File: src/rtl/uut_1_fcs_ctl.sv
// Frame sequencer for the FCS check datapath: forwards framed bytes, waits for the checker verdict.
// Optional FCS_CTL_STATS_EN builds the frame/bad-frame counters (tied to 0 otherwise).
module uut_1_fcs_ctl #(
  parameter int MIN_LEN = 64,
  parameter int MAX_LEN = 1518,
  parameter int TMO     = 15,
  parameter int LEN_W   = 16
) (
  input  logic             pclk_i,
  input  logic             rstn_i,
  input  logic [7:0]       s_data_i,
  input  logic             s_sof_i,
  input  logic             s_eof_i,
  input  logic             s_val_i,
  output logic             s_rdy_o,
  output logic [7:0]       d_data_o,
  output logic             d_sof_o,
  output logic             d_eof_o,
  output logic             d_stb_o,
  input  logic [31:0]      c_res_i,
  input  logic [31:0]      c_exp_i,
  input  logic             c_val_i,
  output logic             st_val_o,
  output logic             st_ok_o,
  output logic [LEN_W-1:0] st_len_o,
  output logic [3:0]       st_err_o,
  output logic [LEN_W-1:0] frm_cnt_o,
  output logic [LEN_W-1:0] bad_cnt_o
);

  localparam int TW = $clog2(TMO + 1);

  typedef enum logic [1:0] {
    S_IDLE, S_RUN, S_WAIT, S_REP
  } state_e;

  state_e state_q, state_d;

  logic             acc;
  logic [TW-1:0]    tmo_q, tmo_d;
  logic [LEN_W-1:0] len_q, len_d;
  logic             ok_q, ok_d;
  logic             abt_q, abt_d;
  logic             to_q, to_d;
  logic [7:0]       dd_q, dd_d;
  logic             dsof_q, dsof_d;
  logic             deof_q, deof_d;
  logic             dstb_q, dstb_d;
  logic             sv_q, sv_d;
  logic             sok_q, sok_d;
  logic [LEN_W-1:0] slen_q, slen_d;
  logic [3:0]       serr_q, serr_d;
  logic [3:0]       err;

  assign acc = s_val_i & s_rdy_o;

  always_ff @(posedge pclk_i) begin
    if (!rstn_i) state_q <= S_IDLE;
    else         state_q <= state_d;
  end

  always_comb begin
    state_d = state_q;
    unique case (state_q)
      S_IDLE:
        if (acc && s_sof_i)
          state_d = s_eof_i ? S_WAIT : S_RUN;
      S_RUN:
        if (acc && (s_sof_i || s_eof_i))
          state_d = S_WAIT;
      S_WAIT:
        if (c_val_i || tmo_q == TW'(TMO - 1))
          state_d = S_REP;
      default:
        state_d = S_IDLE;
    endcase
  end

  // Error vector as reported; runt/giant judged on the final length.
  assign err = {abt_q, to_q,
                len_q > LEN_W'(MAX_LEN),
                len_q < LEN_W'(MIN_LEN)};

  always_comb begin
    s_rdy_o = (state_q == S_IDLE) || (state_q == S_RUN);
    tmo_d   = tmo_q;
    len_d   = len_q;
    ok_d    = ok_q;
    abt_d   = abt_q;
    to_d    = to_q;
    dd_d    = 8'h00;
    dsof_d  = 1'b0;
    deof_d  = 1'b0;
    dstb_d  = 1'b0;
    sv_d    = 1'b0;
    sok_d   = sok_q;
    slen_d  = slen_q;
    serr_d  = serr_q;
    unique case (state_q)
      S_IDLE: begin
        if (acc && s_sof_i) begin
          dstb_d = 1'b1;
          dsof_d = 1'b1;
          deof_d = s_eof_i;
          dd_d   = s_data_i;
          len_d  = LEN_W'(1);
          tmo_d  = '0;
          ok_d   = 1'b0;
          abt_d  = 1'b0;
          to_d   = 1'b0;
        end
      end
      S_RUN: begin
        if (acc) begin
          dstb_d = 1'b1;
          if (s_sof_i) begin
            deof_d = 1'b1;
            abt_d  = 1'b1;
          end else begin
            deof_d = s_eof_i;
            dd_d   = s_data_i;
            if (len_q != '1) len_d = len_q + 1'b1;
          end
        end
      end
      S_WAIT: begin
        tmo_d = tmo_q + 1'b1;
        if (c_val_i) begin
          ok_d = (c_res_i == c_exp_i);
        end else if (tmo_q == TW'(TMO - 1)) begin
          ok_d = 1'b0;
          to_d = 1'b1;
        end
      end
      default: begin
        sv_d   = 1'b1;
        sok_d  = ok_q;
        slen_d = len_q;
        serr_d = err;
      end
    endcase
  end

  always_ff @(posedge pclk_i) begin
    if (!rstn_i) begin
      tmo_q  <= '0;
      len_q  <= '0;
      ok_q   <= 1'b0;
      abt_q  <= 1'b0;
      to_q   <= 1'b0;
      dd_q   <= 8'h00;
      dsof_q <= 1'b0;
      deof_q <= 1'b0;
      dstb_q <= 1'b0;
      sv_q   <= 1'b0;
      sok_q  <= 1'b0;
      slen_q <= '0;
      serr_q <= 4'h0;
    end else begin
      tmo_q  <= tmo_d;
      len_q  <= len_d;
      ok_q   <= ok_d;
      abt_q  <= abt_d;
      to_q   <= to_d;
      dd_q   <= dd_d;
      dsof_q <= dsof_d;
      deof_q <= deof_d;
      dstb_q <= dstb_d;
      sv_q   <= sv_d;
      sok_q  <= sok_d;
      slen_q <= slen_d;
      serr_q <= serr_d;
    end
  end

  assign d_data_o = dd_q;
  assign d_sof_o  = dsof_q;
  assign d_eof_o  = deof_q;
  assign d_stb_o  = dstb_q;
  assign st_val_o = sv_q;
  assign st_ok_o  = sok_q;
  assign st_len_o = slen_q;
  assign st_err_o = serr_q;

`ifdef FCS_CTL_STATS_EN
  logic [LEN_W-1:0] frm_q, frm_d;
  logic [LEN_W-1:0] bad_q, bad_d;

  always_comb begin
    frm_d = frm_q;
    bad_d = bad_q;
    if (state_q == S_REP) begin
      frm_d = frm_q + 1'b1;
      if (!ok_q || err != 4'h0) bad_d = bad_q + 1'b1;
    end
  end

  always_ff @(posedge pclk_i) begin
    if (!rstn_i) begin
      frm_q <= '0;
      bad_q <= '0;
    end else begin
      frm_q <= frm_d;
      bad_q <= bad_d;
    end
  end

  assign frm_cnt_o = frm_q;
  assign bad_cnt_o = bad_q;
`else
  assign frm_cnt_o = '0;
  assign bad_cnt_o = '0;
`endif

endmodule

File: config.mk
export PLATFORM = sky130hd
export DESIGN_NAME = uut_1_fcs_ctl
export DESIGN_NICKNAME = d
export VERILOG_FILES = /design/src/rtl/uut_1_fcs_ctl.sv
export SDC_FILE = /design/constraint.sdc
export NUM_CORES = 1
export LEC_CHECK = 0
export CORE_MARGIN = 2
export CORE_UTILIZATION = 45
export DETAILED_ROUTE_END_ITERATION = 12
export GPL_TIMING_DRIVEN = 1
export HOLD_SLACK_MARGIN = 0.12
export PLACE_DENSITY = 0.94
export REMOVE_ABC_BUFFERS = 1
export SLEW_MARGIN = 15
export SYNTH_ARGS = -nofsm -noshare
export SYNTH_HDL_FRONTEND = slang
export SYNTH_SLANG_ARGS = --single-unit
File: constraint.sdc
create_clock -name pclk_i -period 3.7 [get_ports pclk_i]
set_input_delay 0.555 -clock pclk_i [delete_from_list [all_inputs] [get_ports pclk_i]]
set_output_delay 0.555 -clock pclk_i [all_outputs]
set_load 0.005 [all_outputs]
== After elaboration in Yosys (flattened, before gate mapping) ==
Cells that the tools add are included.
Cells by class
  mux-type cells: 34
  equal/unequal tests: 15
  magnitude comparators: 2
  reductions and logical operators: 16
  add/subtract/negate cells: 2
  bitwise operators: 1
Operators by type and width (number)
  16-bit two-way mux: 4
  32-bit equality test: 1
  16-bit case mux with 2 select lines: 1
  8-bit two-way mux: 3
  16-bit by 1-bit adder with 16-bit output, second input constant: 1
  16-bit by 11-bit > comparator with 1-bit output, second input constant: 1
  16-bit by 7-bit less-than comparator with 1-bit output, second input constant: 1
  16-bit != test, second input constant: 1
  8-bit case mux with 2 select lines: 1
  2-bit != test, second input constant: 7
  1-bit two-way mux: 13
  1-bit case mux with 2 select lines: 5
  2-bit two-way mux: 4
  4-bit case mux with 2 select lines: 1
  4-bit AND reduction: 2
  2-bit case mux with 3 select lines: 1
  3-bit AND reduction: 2
  5-bit AND reduction: 1
  4-bit by 1-bit adder with 4-bit output, second input constant: 1
  4-bit equality test, second input constant: 1
  4-bit two-way mux: 1
  2-bit by 1-bit != test with 1-bit output, second input constant: 2
  2-bit AND reduction: 2
  2-bit nonzero test: 2
  other kinds (8): 11
Storage, ports and cells
  logic and storage cells: 84
  input bits: 78
  output and inout port bits: 66
  bits in registers: 58

== Depth between registers and ports, before layout ==
Gate-level depths: netlist of run 1.
  depth in word-level cells: 6
  gate-level depth with buffers: 9
  mapped depth without buffers: 7

== Worst setup path before layout of run 1 ==
Ideal clock, no wire load.
  path kind: input to register
  from: input s_sof_i
  to: register len_q[10]
  cell stages on the path: 6
  setup time: 74 ps
  path buffers: 1
  slack: 1793 ps
  arrival time: 1832 ps
  data required time: 3626 ps
  path through: buf_6 > nor3b_2 > o21ai_2 > or2_4 > or4_1 > a31oi_1
On the way
  longest elaborated chain between the ends: 3
  elaborated cells between the ends (all ways): 4
  classes of those cells: eq/ne (2); reduce/logical (2)
Ends and longest elaborated chain
  start, declared: RTL line 12  | input logic s_sof_i,
  1-bit logical AND: RTL line 101  | if (acc && s_sof_i) begin
  2-bit by 1-bit != test with 1-bit output (no source line)
  5-bit AND reduction (no source line) *
  end signal, assigned: RTL line 161  | len_q <= len_d;
  end, declared: RTL line 41  | logic [LEN_W-1:0] len_q, len_d;
Mark *: on every way between the ends. The rest lies on a longest branch, timed or not.
A chain may end at the register's enable or synchronous reset.

== Worst setup path in the final report of run 1 ==
  from: register state_q[1]
  to: output s_rdy_o
On the way
  longest elaborated chain between the ends: 2
  elaborated cells between the ends (all ways): 3
  classes of those cells: eq/ne (1); reduce/logical (2)
Ends and longest elaborated chain
  start, declared: RTL line 37  | state_e state_q, state_d;
  start signal, assigned: RTL line 59  | else state_q <= state_d;
  2-bit by 1-bit equality test with 1-bit output or 2-bit zero test (tied branches): RTL line 85  | s_rdy_o = (state_q == S_IDLE) || (state_q == S_RUN);
  1-bit logical OR *: RTL line 85
  end, declared: RTL line 15  | output logic s_rdy_o,
Marks and branches as above.

==> metrics.csv, run 1 <==
metric,value,unit
synth.top_cell.area_share,36.04,%
syn_area,3222,µm²
synth_compound_area_share,9.825,%
start_util,46.90,%
numCtsBuffers,9,
fmax,394.8,MHz
path_cells,inv_1 -> ha_1 -> or2_2 -> clkdlybuf4s50_1,
path_clk_slew,60,ps
slowest_delay,470,ps
tns,0,ps
muxShareOfSynthArea,6.835,%
setup_viol,0,
hpwlAfterDp,6.006,mm
timing.final.hold_violations,0,
drtAntennaViolNets,0,
die_x,88.62,µm
end_kind,primary output,
synth_area_per_cell,8.523,µm²
synth_area_leaders,"dfxtp_1, buf_4, mux2i_1, xor2_1, nor2_1",
drc,0,
worstPathArrival,1980,ps
grt_setup_unrepaired,no,
startpoint,state_q[1]$_SDFFE_PN0P_,
cts_tree,built,
fin_crit,2533,ps
via_count,2956,
drt_iter0_markers,165,
async_flop_share,0,%
cp_max_fo,12,
overflow,0,
place.gp.congestion,0.8338,
seq_area_frac_synth,36.04,%
die_area,7853,µm²
synth_edf_count,0,
dpl_cell_area,4268,µm²
critPathRequiredTime,3140,ps
antenna_found_initial,0,
worst_slew_pin_slew,815.7,ps
vias_per_cell,5.070,
grt_pass1_wl,12.49,mm
finalCritPeriodShare,68.46,%
dr.pass1.iters,5,
status,"finished, final reports clean",
synthCells,378,
post_cts_buffers,0,
num_rows,30,
insertion_delay,340,ps
root_buffer,clkbuf_8,
placed_cells,568,
synthFlopType,dfxtp_1,
synth_top_family_by_area,simple AND/OR/NAND/NOR gates,
die_h,88.62,µm
slew_headroom,45.42,%
track_usage,20.73,%
fin_nets,569,
leakage,0.001602,µW
wl,7.792,mm
n_antenna_cell,0,
yosysWarnings,0,
yosys.cell_types.count,55,
startpoint_type,flip-flop,
cts.sinks,58,
cap_viol_max_count,0,
final_cell_count_no_fill,583,
wire_per_inst,13.37,µm
synthAdderAreaFrac,3.107,%
ir_drop,0.2115,mV
syn_to_final_growth,37.75,%
cts_buffer_depth,2,
holdBufCountCts,0,
slew_violations,0,
crit_slowest_cell,clkdlybuf4s50_1,
htreeDepth,3,
cts_resized,0,
hp-start,st_err_o[0]$_SDFFE_PN0P_,
fp.coreArea,6869,µm²
r2r-start,state_q[1]$_SDFFE_PN0P_,
num_io_pins,144,
yosys_register_bits,58,
io_buffer_count,111,
drive_gt1_share,5.544,%
synth-simple-area-share,23.92,%
fin_area,4438,µm²
grt_max_degree,43,
synth_area_leader_cell,dfxtp_1,
path_class,flip-flop to primary output,
worstHoldPathType,flip-flop to flip-flop,
skew,3.869,ps
grt_pass1_vias,2824,
synth_xor_area_share,8.699,%
pwr_density_cell,368.6,nW/µm²
[sequential cells by signal, summed over array words and instances, names as in the netlist]
signal	flops
st_len_o	16
tmo_q	4
st_err_o	4
abt_q	1
len_q	16
st_val_o	1
to_q	1
st_ok_o	1
d_data_o	8
d_stb_o	1
ok_q	1
state_q	2
d_eof_o	1
d_sof_o	1
[layer usage]
metal,GRT usage [%],vias to the layer above,wire length (µm)
met3,6.903,11,498
li1,-,1455,-
met1,22.22,1362,2972
met4,7.025,0,105
met5,0,-,0
met2,38.07,128,4216
[synth_stat cells (2+ instances only)]
cell	instances
a21oi_1	13
a22oi_1	2
a31oi_1	8
and2_1	11
and3_1	2
and3b_1	2
buf_2	3
buf_4	33
clkbuf_1	13
dfxtp_1	58
ha_1	8
inv_1	9
mux2i_1	22
nand2_1	23
nand3_1	15
nand3b_1	3
nand4_1	9
nand4b_1	2
nor2_1	42
nor2b_1	2
nor3_1	6
nor3b_1	2
nor4_1	10
o211ai_1	3
o21ai_0	11
o221ai_1	3
or2_2	2
or4_1	4
xnor2_1	7
xor2_1	25
[worst paths after layout]
check	endpoint	slack (ps)	cells after the start
setup / recovery	s_rdy_o	1170	4
hold reg to reg	st_err_o[0]$_SDFFE_PN0P_	470	2
hold / removal	st_err_o[0]$_SDFFE_PN0P_	470	2
setup reg to reg	len_q[2]$_SDFFE_PN0P_	1210	8
[area by class of cell]
class,instances,area (µm²)
Multi-Input combinational cell,289,1808
Sequential cell,58,1161
Fill cell,551,2431
Inverter,10,37.54
Clock buffer,12,155.1
Clock inverter,3,15.01
Tap cell,96,120.1
Timing Repair Buffer,115,1141
[report_power, final]
group          total (µW)  switching, µW  leakage, µW  internal [µW]
logic                 446            226      0.00104            221
registers             679           22.2     0.000469            657
clock network         511            239    0.0000920            272
[worst max-delay path: cells and delay by family (launching register included)]
family                   cells  cell delay [ps]
adder cells (fa/ha/maj)      1              310
buffers and inverters        2              570
flip-flops                   1              420
AND/OR/NAND/NOR              1              330
[logic make-up after synthesis]
kind of cell	Yosys count
flip-flops	58
XOR/XNOR	32
adder cells (fa/ha/maj)	8
AND/OR/NAND/NOR	145
multiplexers	22
buffers and inverters	62
other	1
AO/OA/AOI/OAI	50
[cells in the final DEF, fill, tap and decap left out, types with 4 or more instances in the layout]
| master | n |
|---|---|
| nand3_1 | 15 |
| xor2_1 | 25 |
| conb_1 | 32 |
| ha_1 | 8 |
| nand2_1 | 23 |
| mux2i_1 | 22 |
| dfxtp_1 | 58 |
| nor4_1 | 10 |
| and2_1 | 11 |
| a31oi_1 | 8 |
| nor2_1 | 42 |
| clkdlybuf4s50_1 | 111 |
| nand4_1 | 9 |
| nor3_1 | 6 |
| a21oi_1 | 13 |
| buf_4 | 4 |
| or4_1 | 4 |
| inv_1 | 9 |
| clkbuf_8 | 11 |
| o21ai_0 | 11 |
| xnor2_1 | 7 |
[metrics by stage]
stage	util (%)	power, µW	hold slack, ps	setup slack [ps]
2_1_floorplan	-	928.3	453.5	1349
3_3_place_gp	62.13	1120	464.3	1118
3_5_place_dp	62.13	1137	463.5	986.8
4_1_cts	64.61	1648	475.1	1146
5_1_grt	64.61	1720	512.7	1021
6_report	64.61	1636	474.3	1167
(Power assumes the default switching activity.)
==> inputs of run 2 (changes only) <==
--- a/config.mk
+++ b/config.mk
@@ -6,11 +6,11 @@
 export NUM_CORES = 1
 export LEC_CHECK = 0
 export CORE_MARGIN = 2
-export CORE_UTILIZATION = 45
+export CORE_UTILIZATION = 42
 export DETAILED_ROUTE_END_ITERATION = 12
 export GPL_TIMING_DRIVEN = 1
 export HOLD_SLACK_MARGIN = 0.12
-export PLACE_DENSITY = 0.94
+export PLACE_DENSITY = 0.9
 export REMOVE_ABC_BUFFERS = 1
 export SLEW_MARGIN = 15
 export SYNTH_ARGS = -nofsm -noshare
==> constraint.sdc (replaced) <==
create_clock -name pclk_i -period 2.6 [get_ports pclk_i]
set_input_delay 0.39 -clock pclk_i [delete_from_list [all_inputs] [get_ports pclk_i]]
set_output_delay 0.39 -clock pclk_i [all_outputs]
set_load 0.005 [all_outputs]
==> metrics.csv, run 2 (synthesis gave the netlist of run 1 again) <==
metric,value,unit,change
status,"finished, final reports clean",,unchanged
antenna_found_initial,0,,unchanged
slew_violations,0,,unchanged
finalCritPeriodShare,90.90,%,
total_power,2334,µW,was 1636 µW
grt_setup_unrepaired,no,,unchanged
syn_to_final_growth,38.41,%,was 37.75%
cts_tree,built,,unchanged
fin_nets,572,,was 569
grt_max_degree,43,,unchanged
vias_per_cell,5.053,,was 5.070
num_rows,31,,was 30
end_kind,primary output,,unchanged
numCtsBuffers,9,,unchanged
insertion_delay,330,ps,was 340 ps
grt_pass1_wl,12.72,mm,was 12.49 mm
track_usage,18.65,%,was 20.73%
cts.sinks,58,,unchanged
crit_slowest_cell,clkdlybuf4s50_1,,unchanged
holdPathStages,2,,unchanged
pwr_density_cell,523.4,nW/µm²,was 368.6 nW/µm²
grt_pass1_vias,2841,,was 2824
path_clk_slew,60,ps,about the same
drc,0,,unchanged
path_cells,inv_1 -> ha_1 -> or2_2 -> clkdlybuf4s50_1,,unchanged
start_util,43.95,%,was 46.90%
fmax,423.1,MHz,
setup_viol,0,,unchanged
hp-start,st_err_o[0]$_SDFFE_PN0P_,,unchanged
rr_endpoint,len_q[10]$_SDFFE_PN0P_,,was len_q[2]$_SDFFE_PN0P_
hpwlAfterDp,5.820,mm,was 6.006 mm
cp_max_fo,12,,unchanged
startpoint_type,flip-flop,,unchanged
drt_iter0_markers,140,,was 165
fp.coreArea,7331,µm²,was 6869 µm²
die_h,91.59,µm,was 88.62 µm
mostFrequentLayoutCell,clkdlybuf4s50_1,,unchanged
post_cts_buffers,0,,unchanged
holdBufCountCts,0,,unchanged
dr.pass1.iters,4,,was 5
path_class,flip-flop to primary output,,unchanged
htreeDepth,3,,unchanged
io_buffer_count,111,,unchanged
wire_per_inst,12.87,µm,was 13.37 µm
hold_end,st_err_o[0]$_SDFFE_PN0P_,,unchanged
wl,7.542,mm,was 7.792 mm
num_io_pins,144,,unchanged
r2r-start,state_q[0]$_SDFFE_PN0P_,,was state_q[1]$_SDFFE_PN0P_
slowest_delay,460,ps,was 470 ps
fin_area,4459,µm²,was 4438 µm²
final_cell_mix,"clkdlybuf4s50_1, dfxtp_1, nor2_1",,unchanged
critPathRequiredTime,2210,ps,was 3140 ps
leakage,0.001610,µW,was 0.001602 µW
skew,3.852,ps,was 3.869 ps
cts_buffer_depth,2,,unchanged
worstHoldPathType,flip-flop to flip-flop,,unchanged
fin_crit,2363,ps,
rrSetupSlack,370,ps,was 1210 ps
cts_resized,0,,unchanged
drtAntennaViolNets,0,,unchanged
cap_viol_max_count,0,,unchanged
worstPathArrival,1970,ps,was 1980 ps
place.gp.congestion,0.8294,,was 0.8338
drive_gt1_share,5.749,%,was 5.544%
ir_drop,0.2417,mV,was 0.2115 mV
overflow,0,,unchanged
dpl_cell_area,4294,µm²,was 4268 µm²
die_x,91.59,µm,was 88.62 µm
n_antenna_cell,0,,unchanged
timing.final.hold_violations,0,,unchanged
via_count,2961,,was 2956
rr_worst_depth,7,,was 8
root_buffer,clkbuf_8,,unchanged
tns,0,ps,unchanged
die_area,8388,µm²,was 7853 µm²
run 2: cell types whose count changed in the layout (fill, tap and decap cells not counted), sizes merged:
cell | before | now
buf | 4 | 7
clkinv | 4 | 1
run 2: routing by layer:
metal | track usage [%] | part of all wire [%]
met1 | 20.70 | 37
met2 | 32.90 | 53
met3 | 5.394 | 7.6
met4 | 8.081 | 1.9
met5 | 0 | 0
run 2: power by group:
part / leakage [µW] / total, µW / internal (µW) / switching [µW]
clock: 0.0000863 / 716 / 402 / 313
sequential: 0.000469 / 967 / 935 / 32.6
combinational: 0.00106 / 651 / 323 / 328
run 2: how the worst max path moves through the flow:
| stage | start | to | slack [ps] |
|---|---|---|---|
| finish | state_q[1]$_SDFFE_PN0P_ | s_rdy_o | 240 |
| global route | state_q[1]$_SDFFE_PN0P_ | s_rdy_o | 120 |
| CTS | state_q[1]$_SDFFE_PN0P_ | s_rdy_o | 220 |
| detailed placement | s_sof_i | len_q[10]$_SDFFE_PN0P_ | 340 |
| global placement | s_sof_i | len_q[10]$_SDFFE_PN0P_ | 420 |
| floorplan | state_q[1]$_SDFFE_PN0P_ | len_q[10]$_SDFFE_PN0P_ | 250 |
run 2: worst max-delay path: cells and delay by family, from the launching register on:
| family | cells | cell delay, ps |
|---|---|---|
| adders and majority gates | 1 | 320 |
| buffers and inverters | 2 | 550 |
| DFF | 1 | 420 |
| and+or+nand+nor | 1 | 350 |
run 2: cell type report:
cell class | instances | area [µm²]
Inverter | 10 | 37.54
Timing Repair Buffer | 118 | 1164
Tap cell | 99 | 123.9
Sequential cell | 58 | 1161
Multi-Input combinational cell | 289 | 1808
Fill cell | 600 | 2872
Clock buffer | 12 | 165.2
run 2: metrics by stage:
stage	hold slack (ps)	setup slack, ps	std cells	util (%)
finish	493.6	236.6	586	60.83
global route	514.9	116.5	586	60.83
CTS	493.8	223.7	586	60.83
detailed placement	479.9	337.5	574	58.58
global placement	465.6	417.3	574	58.58
floorplan	453.5	249.0	357	-
